File: config.mk
export PLATFORM = sky130hd
export DESIGN_NAME = serial_bridge
export DESIGN_NICKNAME = d
export VERILOG_FILES = /design/src/rtl/serial_bridge.sv
export SDC_FILE = /design/constraint.sdc
export NUM_CORES = 1
export LEC_CHECK = 0
export CAP_MARGIN = 20
export CORE_MARGIN = 1
export CORE_UTILIZATION = 25
export CTS_CLUSTER_DIAMETER = 80
export DETAILED_ROUTE_END_ITERATION = 8
export PLACE_DENSITY = 0.47
export SYNTH_ARGS = -nofsm -noshare
export SYNTH_HDL_FRONTEND = slang
export SYNTH_SLANG_ARGS = --single-unit
File: constraint.sdc
create_clock -name clk -period 2.3 [get_ports clk]
set_input_delay 0.46 -clock clk [delete_from_list [all_inputs] [get_ports clk]]
set_output_delay 0.46 -clock clk [all_outputs]
set_load 0.03 [all_outputs]
File: src/rtl/serial_bridge.sv
// serial_bridge: CPU byte interface <-> 8N1 UART.
// A TX FIFO feeds the transmit FSM; the receive FSM feeds an RX FIFO the CPU
// pops. Both paths run concurrently and share only the clock and reset.
module serial_bridge #(
  parameter int CLKS_PER_BIT = 16,
  parameter int FIFO_DEPTH   = 4
) (
  input  logic       clk,
  input  logic       reset,
  input  logic [7:0] cpu_data_in,
  input  logic       cpu_wren_in,
  input  logic       cpu_rden_in,
  output logic [7:0] cpu_data_out,
  output logic       cpu_valid_out,
  output logic       cpu_ready_out,
  input  logic       uart_rx_in,
  output logic       uart_tx_out,
  output logic       rx_overrun_out
);

  localparam int AW  = $clog2(FIFO_DEPTH);
  localparam int CW  = AW + 1;
  localparam int BCW = $clog2(CLKS_PER_BIT);

  typedef enum logic [1:0] {TX_IDLE, TX_START, TX_DATA, TX_STOP} tx_state_e;
  typedef enum logic [1:0] {RX_IDLE, RX_START, RX_DATA, RX_STOP} rx_state_e;

  // ---------------- FIFO storage / occupancy ----------------
  logic [FIFO_DEPTH-1:0][7:0] tx_mem_q, rx_mem_q;
  logic [AW-1:0] tx_wptr_q, tx_wptr_d, tx_rptr_q, tx_rptr_d;
  logic [AW-1:0] rx_wptr_q, rx_wptr_d, rx_rptr_q, rx_rptr_d;
  logic [CW-1:0] tx_cnt_q, tx_cnt_d, rx_cnt_q, rx_cnt_d;

  logic tx_empty, tx_full, rx_empty, rx_full;
  logic tx_push, tx_pop, rx_push, rx_pop;
  logic [7:0] tx_head;

  assign tx_empty = (tx_cnt_q == '0);
  assign tx_full  = (tx_cnt_q == CW'(FIFO_DEPTH));
  assign rx_empty = (rx_cnt_q == '0);
  assign rx_full  = (rx_cnt_q == CW'(FIFO_DEPTH));

  assign cpu_ready_out = !tx_full;
  assign cpu_valid_out = !rx_empty;
  assign cpu_data_out  = rx_empty ? 8'h00 : rx_mem_q[rx_rptr_q];
  assign tx_head       = tx_mem_q[tx_rptr_q];

  assign tx_push = cpu_wren_in && !tx_full;
  assign rx_pop  = cpu_rden_in && !rx_empty;

  // ---------------- TX FSM ----------------
  tx_state_e      tx_state_q;
  logic [BCW-1:0] tx_clk_q;
  logic [2:0]     tx_bit_q;
  logic [7:0]     tx_sh_q;
  logic           tx_q;
  logic           tx_bit_end;

  assign tx_bit_end  = (tx_clk_q == BCW'(CLKS_PER_BIT - 1));
  // The FSM takes the head byte when leaving IDLE or when chaining frames.
  assign tx_pop      = !tx_empty &&
                       ((tx_state_q == TX_IDLE) ||
                        (tx_state_q == TX_STOP && tx_bit_end));
  assign uart_tx_out = tx_q;

  // Transmit sequencer: start bit, 8 data bits LSB first, stop bit.
  always_ff @(posedge clk or posedge reset) begin
    if (reset) begin
      tx_state_q <= TX_IDLE;
      tx_clk_q   <= '0;
      tx_bit_q   <= '0;
      tx_sh_q    <= '0;
      tx_q       <= 1'b1;
    end else begin
      case (tx_state_q)
        TX_IDLE: begin
          if (!tx_empty) begin
            tx_state_q <= TX_START;
            tx_sh_q    <= tx_head;
            tx_clk_q   <= '0;
            tx_q       <= 1'b0;
          end
        end
        TX_START: begin
          if (tx_bit_end) begin
            tx_state_q <= TX_DATA;
            tx_clk_q   <= '0;
            tx_bit_q   <= '0;
            tx_q       <= tx_sh_q[0];
          end else tx_clk_q <= tx_clk_q + 1'b1;
        end
        TX_DATA: begin
          if (tx_bit_end) begin
            tx_clk_q <= '0;
            if (tx_bit_q == 3'd7) begin
              tx_state_q <= TX_STOP;
              tx_q       <= 1'b1;
            end else begin
              tx_bit_q <= tx_bit_q + 1'b1;
              tx_sh_q  <= {1'b0, tx_sh_q[7:1]};
              tx_q     <= tx_sh_q[1];
            end
          end else tx_clk_q <= tx_clk_q + 1'b1;
        end
        TX_STOP: begin
          if (tx_bit_end) begin
            tx_clk_q <= '0;
            if (!tx_empty) begin
              tx_state_q <= TX_START;
              tx_sh_q    <= tx_head;
              tx_q       <= 1'b0;
            end else begin
              tx_state_q <= TX_IDLE;
            end
          end else tx_clk_q <= tx_clk_q + 1'b1;
        end
        default: tx_state_q <= TX_IDLE;
      endcase
    end
  end

  // ---------------- RX synchronizer + FSM ----------------
  logic [1:0]     rx_sync_q;
  logic           rxs;
  rx_state_e      rx_state_q;
  logic [BCW-1:0] rx_clk_q;
  logic [2:0]     rx_bit_q;
  logic [7:0]     rx_sh_q;
  logic           rx_overrun_q;
  logic           rx_half_end, rx_bit_end, rx_stop_smp;

  assign rxs         = rx_sync_q[1];
  assign rx_half_end = (rx_clk_q == BCW'(CLKS_PER_BIT / 2 - 1));
  assign rx_bit_end  = (rx_clk_q == BCW'(CLKS_PER_BIT - 1));
  assign rx_stop_smp = (rx_state_q == RX_STOP) && rx_bit_end;
  // A full FIFO still accepts the byte if the CPU frees a slot this cycle.
  assign rx_push     = rx_stop_smp && rxs && (!rx_full || rx_pop);
  assign rx_overrun_out = rx_overrun_q;

  // Two-flop synchronizer; idles high so reset does not look like a start bit.
  always_ff @(posedge clk or posedge reset) begin
    if (reset) rx_sync_q <= 2'b11;
    else       rx_sync_q <= {rx_sync_q[0], uart_rx_in};
  end

  // Receive sequencer: mid-bit sampling, false-start and framing rejection.
  always_ff @(posedge clk or posedge reset) begin
    if (reset) begin
      rx_state_q   <= RX_IDLE;
      rx_clk_q     <= '0;
      rx_bit_q     <= '0;
      rx_sh_q      <= '0;
      rx_overrun_q <= 1'b0;
    end else begin
      if (rx_stop_smp && rxs && rx_full && !rx_pop) rx_overrun_q <= 1'b1;
      case (rx_state_q)
        RX_IDLE: begin
          if (!rxs) begin
            rx_state_q <= RX_START;
            rx_clk_q   <= '0;
          end
        end
        RX_START: begin
          if (rx_half_end) begin
            rx_clk_q   <= '0;
            rx_bit_q   <= '0;
            rx_state_q <= rxs ? RX_IDLE : RX_DATA;
          end else rx_clk_q <= rx_clk_q + 1'b1;
        end
        RX_DATA: begin
          if (rx_bit_end) begin
            rx_clk_q <= '0;
            rx_sh_q  <= {rxs, rx_sh_q[7:1]};
            if (rx_bit_q == 3'd7) rx_state_q <= RX_STOP;
            else                  rx_bit_q   <= rx_bit_q + 1'b1;
          end else rx_clk_q <= rx_clk_q + 1'b1;
        end
        RX_STOP: begin
          if (rx_bit_end) begin
            rx_clk_q   <= '0;
            rx_state_q <= RX_IDLE;
          end else rx_clk_q <= rx_clk_q + 1'b1;
        end
        default: rx_state_q <= RX_IDLE;
      endcase
    end
  end

  // Next-state for both FIFO pointer/count sets; pointers wrap naturally.
  always_comb begin
    tx_wptr_d = tx_wptr_q + AW'(tx_push);
    tx_rptr_d = tx_rptr_q + AW'(tx_pop);
    tx_cnt_d  = tx_cnt_q + CW'(tx_push) - CW'(tx_pop);
    rx_wptr_d = rx_wptr_q + AW'(rx_push);
    rx_rptr_d = rx_rptr_q + AW'(rx_pop);
    rx_cnt_d  = rx_cnt_q + CW'(rx_push) - CW'(rx_pop);
  end

  // FIFO pointer/count registers.
  always_ff @(posedge clk or posedge reset) begin
    if (reset) begin
      tx_wptr_q <= '0;
      tx_rptr_q <= '0;
      tx_cnt_q  <= '0;
      rx_wptr_q <= '0;
      rx_rptr_q <= '0;
      rx_cnt_q  <= '0;
    end else begin
      tx_wptr_q <= tx_wptr_d;
      tx_rptr_q <= tx_rptr_d;
      tx_cnt_q  <= tx_cnt_d;
      rx_wptr_q <= rx_wptr_d;
      rx_rptr_q <= rx_rptr_d;
      rx_cnt_q  <= rx_cnt_d;
    end
  end

  // FIFO data arrays; contents are don't-care while the count says empty.
  always_ff @(posedge clk) begin
    if (tx_push) tx_mem_q[tx_wptr_q] <= cpu_data_in;
    if (rx_push) rx_mem_q[rx_wptr_q] <= rx_sh_q;
  end

endmodule

==> reports/qor.yml, run 1 <==
num-fill-cells: 1921
grt_max_degree: 28
sequentialPowerShare: 0.385
mostFrequentLayoutCells: "edfxtp_1, dfrtp_1, buf_4"
cpLargestDelayFamily: "adder cells"
seqCellArea_sq_um: 3227
grt_overflow_total: 0
p_clk_frac: 0.388
total_power_mw: 6.873
maxSlewHeadroom: 0.6690
initial_utilization: 0.2550
worst_path_most_repeated_cell: "ha_4"
synth-seq-area-share: 0.6524
crit_path_start_kind: "register"
grt_pass1_wl_um: 14690
powerDensity_nw_per_um2: 1066
die_h_um: 142.7
antenna_found_initial: 0
rows: 51
grt_pass1_vias: 2979
crit_chain: "ha_2 -> nand4_1 -> or3_4 -> ha_4 -> inv_4 -> ha_4 -> inv_2 -> fa_2 -> xnor2_2 -> xnor2_1"
htree_levels: 4
syn_avg_cell_area_sq_um: 15.55
rsz0062_at_grt: "yes"
multiInputGateArea_sq_um: 1694
yosysWarnings: 0
syn_inst: 318
hpwl_um: 5944
root_buffer: "clkbuf_16"
grtUsageTotal: 0.09578
dp_cells: 634
max_freq_mhz: 444.1
top_level_ports: 25
place.gp.congestion: 0.7082
clkTransAtPathRegs_ns: 0.06
cp_slowest_stage_delay_ns: 0.43
wl_per_cell_um: 12.94
stdcell_count: 669
dpl_cell_area_sq_um: 5827
avgViaCountPerCell: 4.163
core-area_sq_um: 19400
n_antenna_cell: 0
comb_power_share: 0.227
clock-sinks: 116
drtPass1Iterations: 4
worst_pin_slew_ns: 0.4964
final_common_cell: "edfxtp_1"
setup_ws_ns: 0.04803
cp_data_required_time_ns: 2.63
ys.flop_type: "edfxtp_1"
post-route-drc-count: 0
area_growth_pct: 30.36
clockBufferDepth: 2
crit_fanout: 2
crit_path_end_kind: "register"
p_leak_nw: 2.536
ctsHoldBuffers: 0
postRouteWirelength_um: 8660
p_int_mw: 4.935
path_class: "reg -> reg"
fin_crit_ns: 2.252
finalCritPeriodShare: 0.9791
power.switching_mw: 1.938
ys_async_sr_fraction: 0.4483
die-area_sq_um: 20350
nets: 423
swShare: 0.2819
cp_slowest_cell: "or3_4"
die_w_um: 142.7
cap_violations: 0
synth.distinct_cells: 39
io_buffers: 24
detailroute.via_count: 2785
numCtsBuffers: 17
drive_above_1_share: 0.3540
syn_area_sq_um: 4946
stdcell_area_sq_um: 6447
post-place-ws_ns: -0.4809
clk_latency_ns: 0.41
status: "finished clean"
path_buf_inv: 2
syn-num-nets: 350
cts_tree: "built"
drt-initial-drc-count: 120
slew_violations: 0
holdCritPathClass: "reg -> reg"
worst_ir_drop_vdd_uv: 602.7
fin_skew_ns: 0.008296
finalHoldViolCount: 0
synth_edf_count: 64
critPathArrivalTime_ns: 2.58
ys_seq_elements: 116
final-setup-viol-count: 0
ant_nets: 0
[worst paths after layout]
| check | startpoint | to | slack [ns] | depth (start not counted) |
|---|---|---|---|---|
| worst max-delay path | rx_clk_q[0]$_DFFE_PP0P_ | rx_cnt_q[2]$_DFF_PP0_ | 0.05 | 10 |
| worst min-delay path | rx_sync_q[0]$_DFF_PP1_ | rx_sync_q[1]$_DFF_PP1_ | 0.35 | 0 |
| worst max register to register | rx_clk_q[0]$_DFFE_PP0P_ | rx_cnt_q[2]$_DFF_PP0_ | 0.05 | 10 |
| worst min register to register | rx_sync_q[0]$_DFF_PP1_ | rx_sync_q[1]$_DFF_PP1_ | 0.35 | 0 |
| max in group asynchronous | reset | uart_tx_out$_DFFE_PP1P_ | 1.35 | 3 |
| min in group asynchronous | reset | rx_rptr_q[0]$_DFF_PP0_ | 0.38 | 2 |
[cell usage after synthesis, types with 2 or more instances]
| library cell | n | share of area |
|---|---|---|
| a21o_1 | 4 | 0.0061 |
| a21oi_1 | 3 | 0.0030 |
| a22o_1 | 5 | 0.0089 |
| a31o_2 | 2 | 0.0035 |
| and3_1 | 3 | 0.0038 |
| buf_2 | 2 | 0.0020 |
| clkbuf_1 | 7 | 0.0053 |
| dfrtp_1 | 49 | 0.25 |
| dfstp_2 | 3 | 0.016 |
| edfxtp_1 | 64 | 0.39 |
| fa_1 | 2 | 0.0081 |
| ha_1 | 17 | 0.043 |
| inv_1 | 10 | 0.0076 |
| mux2_2 | 26 | 0.059 |
| mux4_2 | 16 | 0.073 |
| nand2_1 | 20 | 0.015 |
| nand2b_1 | 2 | 0.0025 |
| nand3_1 | 4 | 0.0040 |
| nand4_1 | 3 | 0.0038 |
| nor2_1 | 10 | 0.0076 |
| nor2_2 | 2 | 0.0025 |
| nor2b_1 | 10 | 0.013 |
| nor3_1 | 6 | 0.0061 |
| nor3b_1 | 3 | 0.0046 |
| nor4b_1 | 3 | 0.0053 |
| o21ai_0 | 18 | 0.018 |
| or3_1 | 2 | 0.0025 |
| xnor2_1 | 6 | 0.011 |
| xor2_1 | 6 | 0.011 |
[final cells by class]
cell class | instances | share of cell area
inverter | 10 | 0.006210
multi-input combinational | 182 | 0.2628
timing repair buffer | 64 | 0.08500
sequential | 116 | 0.5005
clock buffer | 17 | 0.06598
clock inverter | 15 | 0.02814
tap | 265 | 0.05143
[sequential cells by signal, indices dropped and copies added (netlist names), 3 cells and up, named ones only]
| signal | cells |
|---|---|
| rx_clk_q | 4 |
| rx_bit_q | 3 |
| tx_clk_q | 4 |
| rx_cnt_q | 3 |
| tx_bit_q | 3 |
| rx_sh_q | 8 |
| tx_mem_q | 32 |
| rx_mem_q | 32 |
| tx_sh_q | 8 |
| tx_cnt_q | 3 |
[routing by layer]
metal	vias to the layer above	global-route usage	part of all wire
met2	41	0.1594	0.50
met1	1385	0.1133	0.46
li1	1349	-	-
met5	-	0	0
met3	10	0.03219	0.033
met4	0	0.03905	0.012
[worst register-to-register path: stages (launching register included)]
cell and delay [ns]:
dfrtp_1 0.35, ha_2 0.18, nand4_1 0.11, or3_4 0.43, ha_4 0.25, inv_4 0.05, ha_4 0.11, inv_2 0.03
fa_2 0.34, xnor2_2 0.19, xnor2_1 0.14
[power by group through the flow]
| stage | clock network [mW] | logic, mW | registers [mW] |
|---|---|---|---|
| finish | 2.67 | 1.56 | 2.65 |
| global route | 2.83 | 1.72 | 2.68 |
| CTS | 2.74 | 1.56 | 2.65 |
| detailed placement | 0 | 1.61 | 2.69 |
| global placement | 0 | 1.57 | 2.68 |
| floorplan | 0 | 1.00 | 2.63 |
[per-stage QoR]
stage               hold WS [ns]  utilization  TNS [ns]
floorplan                 0.3452            -  -0.01069
global placement          0.3482       0.3004   -0.5331
detailed placement        0.3468       0.3004    -1.023
CTS                       0.3551       0.3309   -0.1579
global route              0.3577       0.3324   -0.2135
finish                    0.3549       0.3324         0
[what timing repair did]
item                       CTS  global route
setup endpoints to repair   10             7
resized for setup           43             9
gates cloned                 0             0
pin swaps                    1             7
setup buffers                1             3
[kinds of logic after synthesis]
family,after synthesis,share of synthesized area
and+or+nand+nor,70,0.07387
adders and majority gates,19,0.05110
muxes,42,0.1321
buffers and inverters,20,0.01594
AOI/OAI and AO/OA,39,0.05338
DFF,116,0.6524
xor gates and xnor gates,12,0.02125
Power figures use the tool's default switching activity.
==> run 2: changes to the inputs <==
- CORE_MARGIN: 1 -> 5
==> run 2 against run 1 <==
Final cell count fell by 0.60%. Critical path depth stayed put. Total power grew 5.1%. Maximum frequency grew 0.60%. Hold slack hardly changed. Sequential cell count unchanged. Wire length is 4.6% higher. Count of clock-buffer cells in the layout unchanged. Non-clock buffer count decreased by 3. Sequential power hardly changed.
==> reports/qor.yml, run 2 (synthesized netlist as in run 1, its figures left out) <==
status: "finished clean"
reg2reg_from: "rx_clk_q[1]$_DFFE_PP0P_"
post-place-ws_ns: -0.4165
slew_violations: 0
postRouteWirelength_um: 9056
p_int_mw: 5.330
ant_nets: 0
final-setup-viol-count: 0
max_freq_mhz: 446.7
reg2reg_depth: 10
comb_power_share: 0.208
area_growth_pct: 31.55
swShare: 0.2622
cp_data_required_time_ns: 2.59
nets: 420
grt_overflow_total: 0
cp_slowest_cell: "or3_4"
top_level_ports: 25
powerDensity_nw_per_um2: 1110
clk_latency_ns: 0.41
htree_levels: 4
sequentialPowerShare: 0.369
place.gp.congestion: 0.6916
numCtsBuffers: 17
p_leak_nw: 2.567
wl_per_cell_um: 13.62
clockBufferDepth: 2
crit_path_end_kind: "register"
fin_skew_ns: 0.009319
n_antenna_cell: 0
grtUsageTotal: 0.08737
clock-sinks: 116
die_w_um: 150.7
drive_above_1_share: 0.3500
root_buffer: "clkbuf_16"
p_clk_frac: 0.423
core-area_sq_um: 19460
crit_fanout: 2
critPathArrivalTime_ns: 2.53
path_class: "reg -> reg"
grt_pass1_wl_um: 15100
drt-initial-drc-count: 79
timing.rr.end: "rx_cnt_q[2]$_DFF_PP0_"
avgViaCountPerCell: 4.171
cp_slowest_stage_delay_ns: 0.43
post-route-drc-count: 0
finalHoldViolCount: 0
hpwl_um: 6114
hold_path.startpoint: "rx_sync_q[0]$_DFF_PP1_"
detailroute.via_count: 2774
antenna_found_initial: 0
initial_utilization: 0.2541
r2r_slack_ns: 0.06
total_power_mw: 7.224
grt_max_degree: 20
cap_violations: 0
reg_top3: "rx_mem_q (32), tx_mem_q (32)"
rows: 51
die_h_um: 150.7
hold_depth: 0
worst_ir_drop_vdd_uv: 544.3
io_buffers: 24
final_common_cell: "edfxtp_1"
clkTransAtPathRegs_ns: 0.05
fin_crit_ns: 2.239
ctsHoldBuffers: 0
power.switching_mw: 1.894
drtPass1Iterations: 4
maxSlewHeadroom: 0.6662
mostFrequentLayoutCells: "edfxtp_1, dfrtp_1, buf_4"
rsz0062_at_grt: "yes"
crit_chain: "ha_2 -> nand4_1 -> or3_4 -> ha_4 -> inv_2 -> ha_4 -> inv_2 -> fa_2 -> xnor2_2 -> xnor2_1"
holdCritPathClass: "reg -> reg"
hold-path-endpoint: "rx_sync_q[1]$_DFF_PP1_"
num-fill-cells: 1897
setup_ws_ns: 0.06148
crit_path_start_kind: "register"
grt_pass1_vias: 2901
finalCritPeriodShare: 0.9733
cts_tree: "built"
worst_pin_slew_ns: 0.5008
die-area_sq_um: 22700
-- run 2: layer usage --
metal,wire (um),vias up,track usage
met5,0,-,0
met4,104,0,0.03944
met3,371,8,0.03040
met2,4377,32,0.1406
met1,4202,1392,0.1058
li1,-,1342,-
-- run 2: timing repair --
| item | CTS | global route |
|---|---|---|
| pin swaps | 0 | 7 |
| buffers inserted | 0 | 1 |
| resized for setup | 39 | 16 |
| setup endpoints to repair | 9 | 9 |
-- run 2: through the flow --
| stage | instances | setup TNS (ns) | util | hold WS (ns) | cell area, sq um |
|---|---|---|---|---|---|
| 4_1_cts | 664 | -0.08574 | 0.3323 | 0.3562 | 6467 |
| 3_5_place_dp | 633 | -0.7316 | 0.2990 | 0.3482 | 5819 |
| 2_1_floorplan | 318 | -0.01069 | - | 0.3452 | 4981 |
| 5_1_grt | 665 | -0.09951 | 0.3343 | 0.3642 | 6506 |
| 6_report | 665 | 0 | 0.3343 | 0.3544 | 6506 |
| 3_3_place_gp | 633 | -0.5528 | 0.2990 | 0.3483 | 5819 |
-- run 2: worst max path at each step --
stage | startpoint | to | slack [ns] | cells past startpoint
after floorplan | rx_clk_q[0]$_DFFE_PP0P_ | rx_cnt_q[2]$_DFF_PP0_ | -0.01 | 10
after global placement | cpu_rden_in | rx_cnt_q[2]$_DFF_PP0_ | -0.32 | 10
after detailed placement | cpu_rden_in | rx_cnt_q[2]$_DFF_PP0_ | -0.42 | 10
after CTS | rx_rptr_q[0]$_DFF_PP0_ | cpu_data_out[2] | -0.09 | 4
after global routing | rx_clk_q[1]$_DFFE_PP0P_ | rx_cnt_q[2]$_DFF_PP0_ | -0.06 | 10
final | rx_clk_q[1]$_DFFE_PP0P_ | rx_cnt_q[2]$_DFF_PP0_ | 0.06 | 10
-- run 2: cell type report --
class / count / area (sq um) / share of cell area
sequential: 116 / 3227 / 0.4960
timing repair buffer: 61 / 529.3 / 0.08135
clock buffer: 17 / 425.4 / 0.06538
multi-input combinational: 182 / 1698 / 0.2610
clock inverter: 14 / 257.7 / 0.03962
inverter: 10 / 37.54 / 0.005769
tap: 265 / 331.6 / 0.05096
-- run 2: power by group through the flow --
| stage | Clock (mW) | Combinational, mW | Sequential [mW] |
|---|---|---|---|
| 5_1_grt | 3.25 | 1.67 | 2.69 |
| 4_1_cts | 3.14 | 1.50 | 2.66 |
| 2_1_floorplan | 0 | 1.00 | 2.63 |
| 3_5_place_dp | 0 | 1.59 | 2.70 |
| 3_3_place_gp | 0 | 1.55 | 2.69 |
| 6_report | 3.06 | 1.51 | 2.66 |
-- run 2: worst max-delay path, delay by kind of cell, from the launching register on --
family	cells	cell delay, ns
adder cells (fa/ha/maj)	4	0.88
AND/OR/NAND/NOR	2	0.53
XOR/XNOR	2	0.26
flip-flops	1	0.35
buffers and inverters	2	0.09
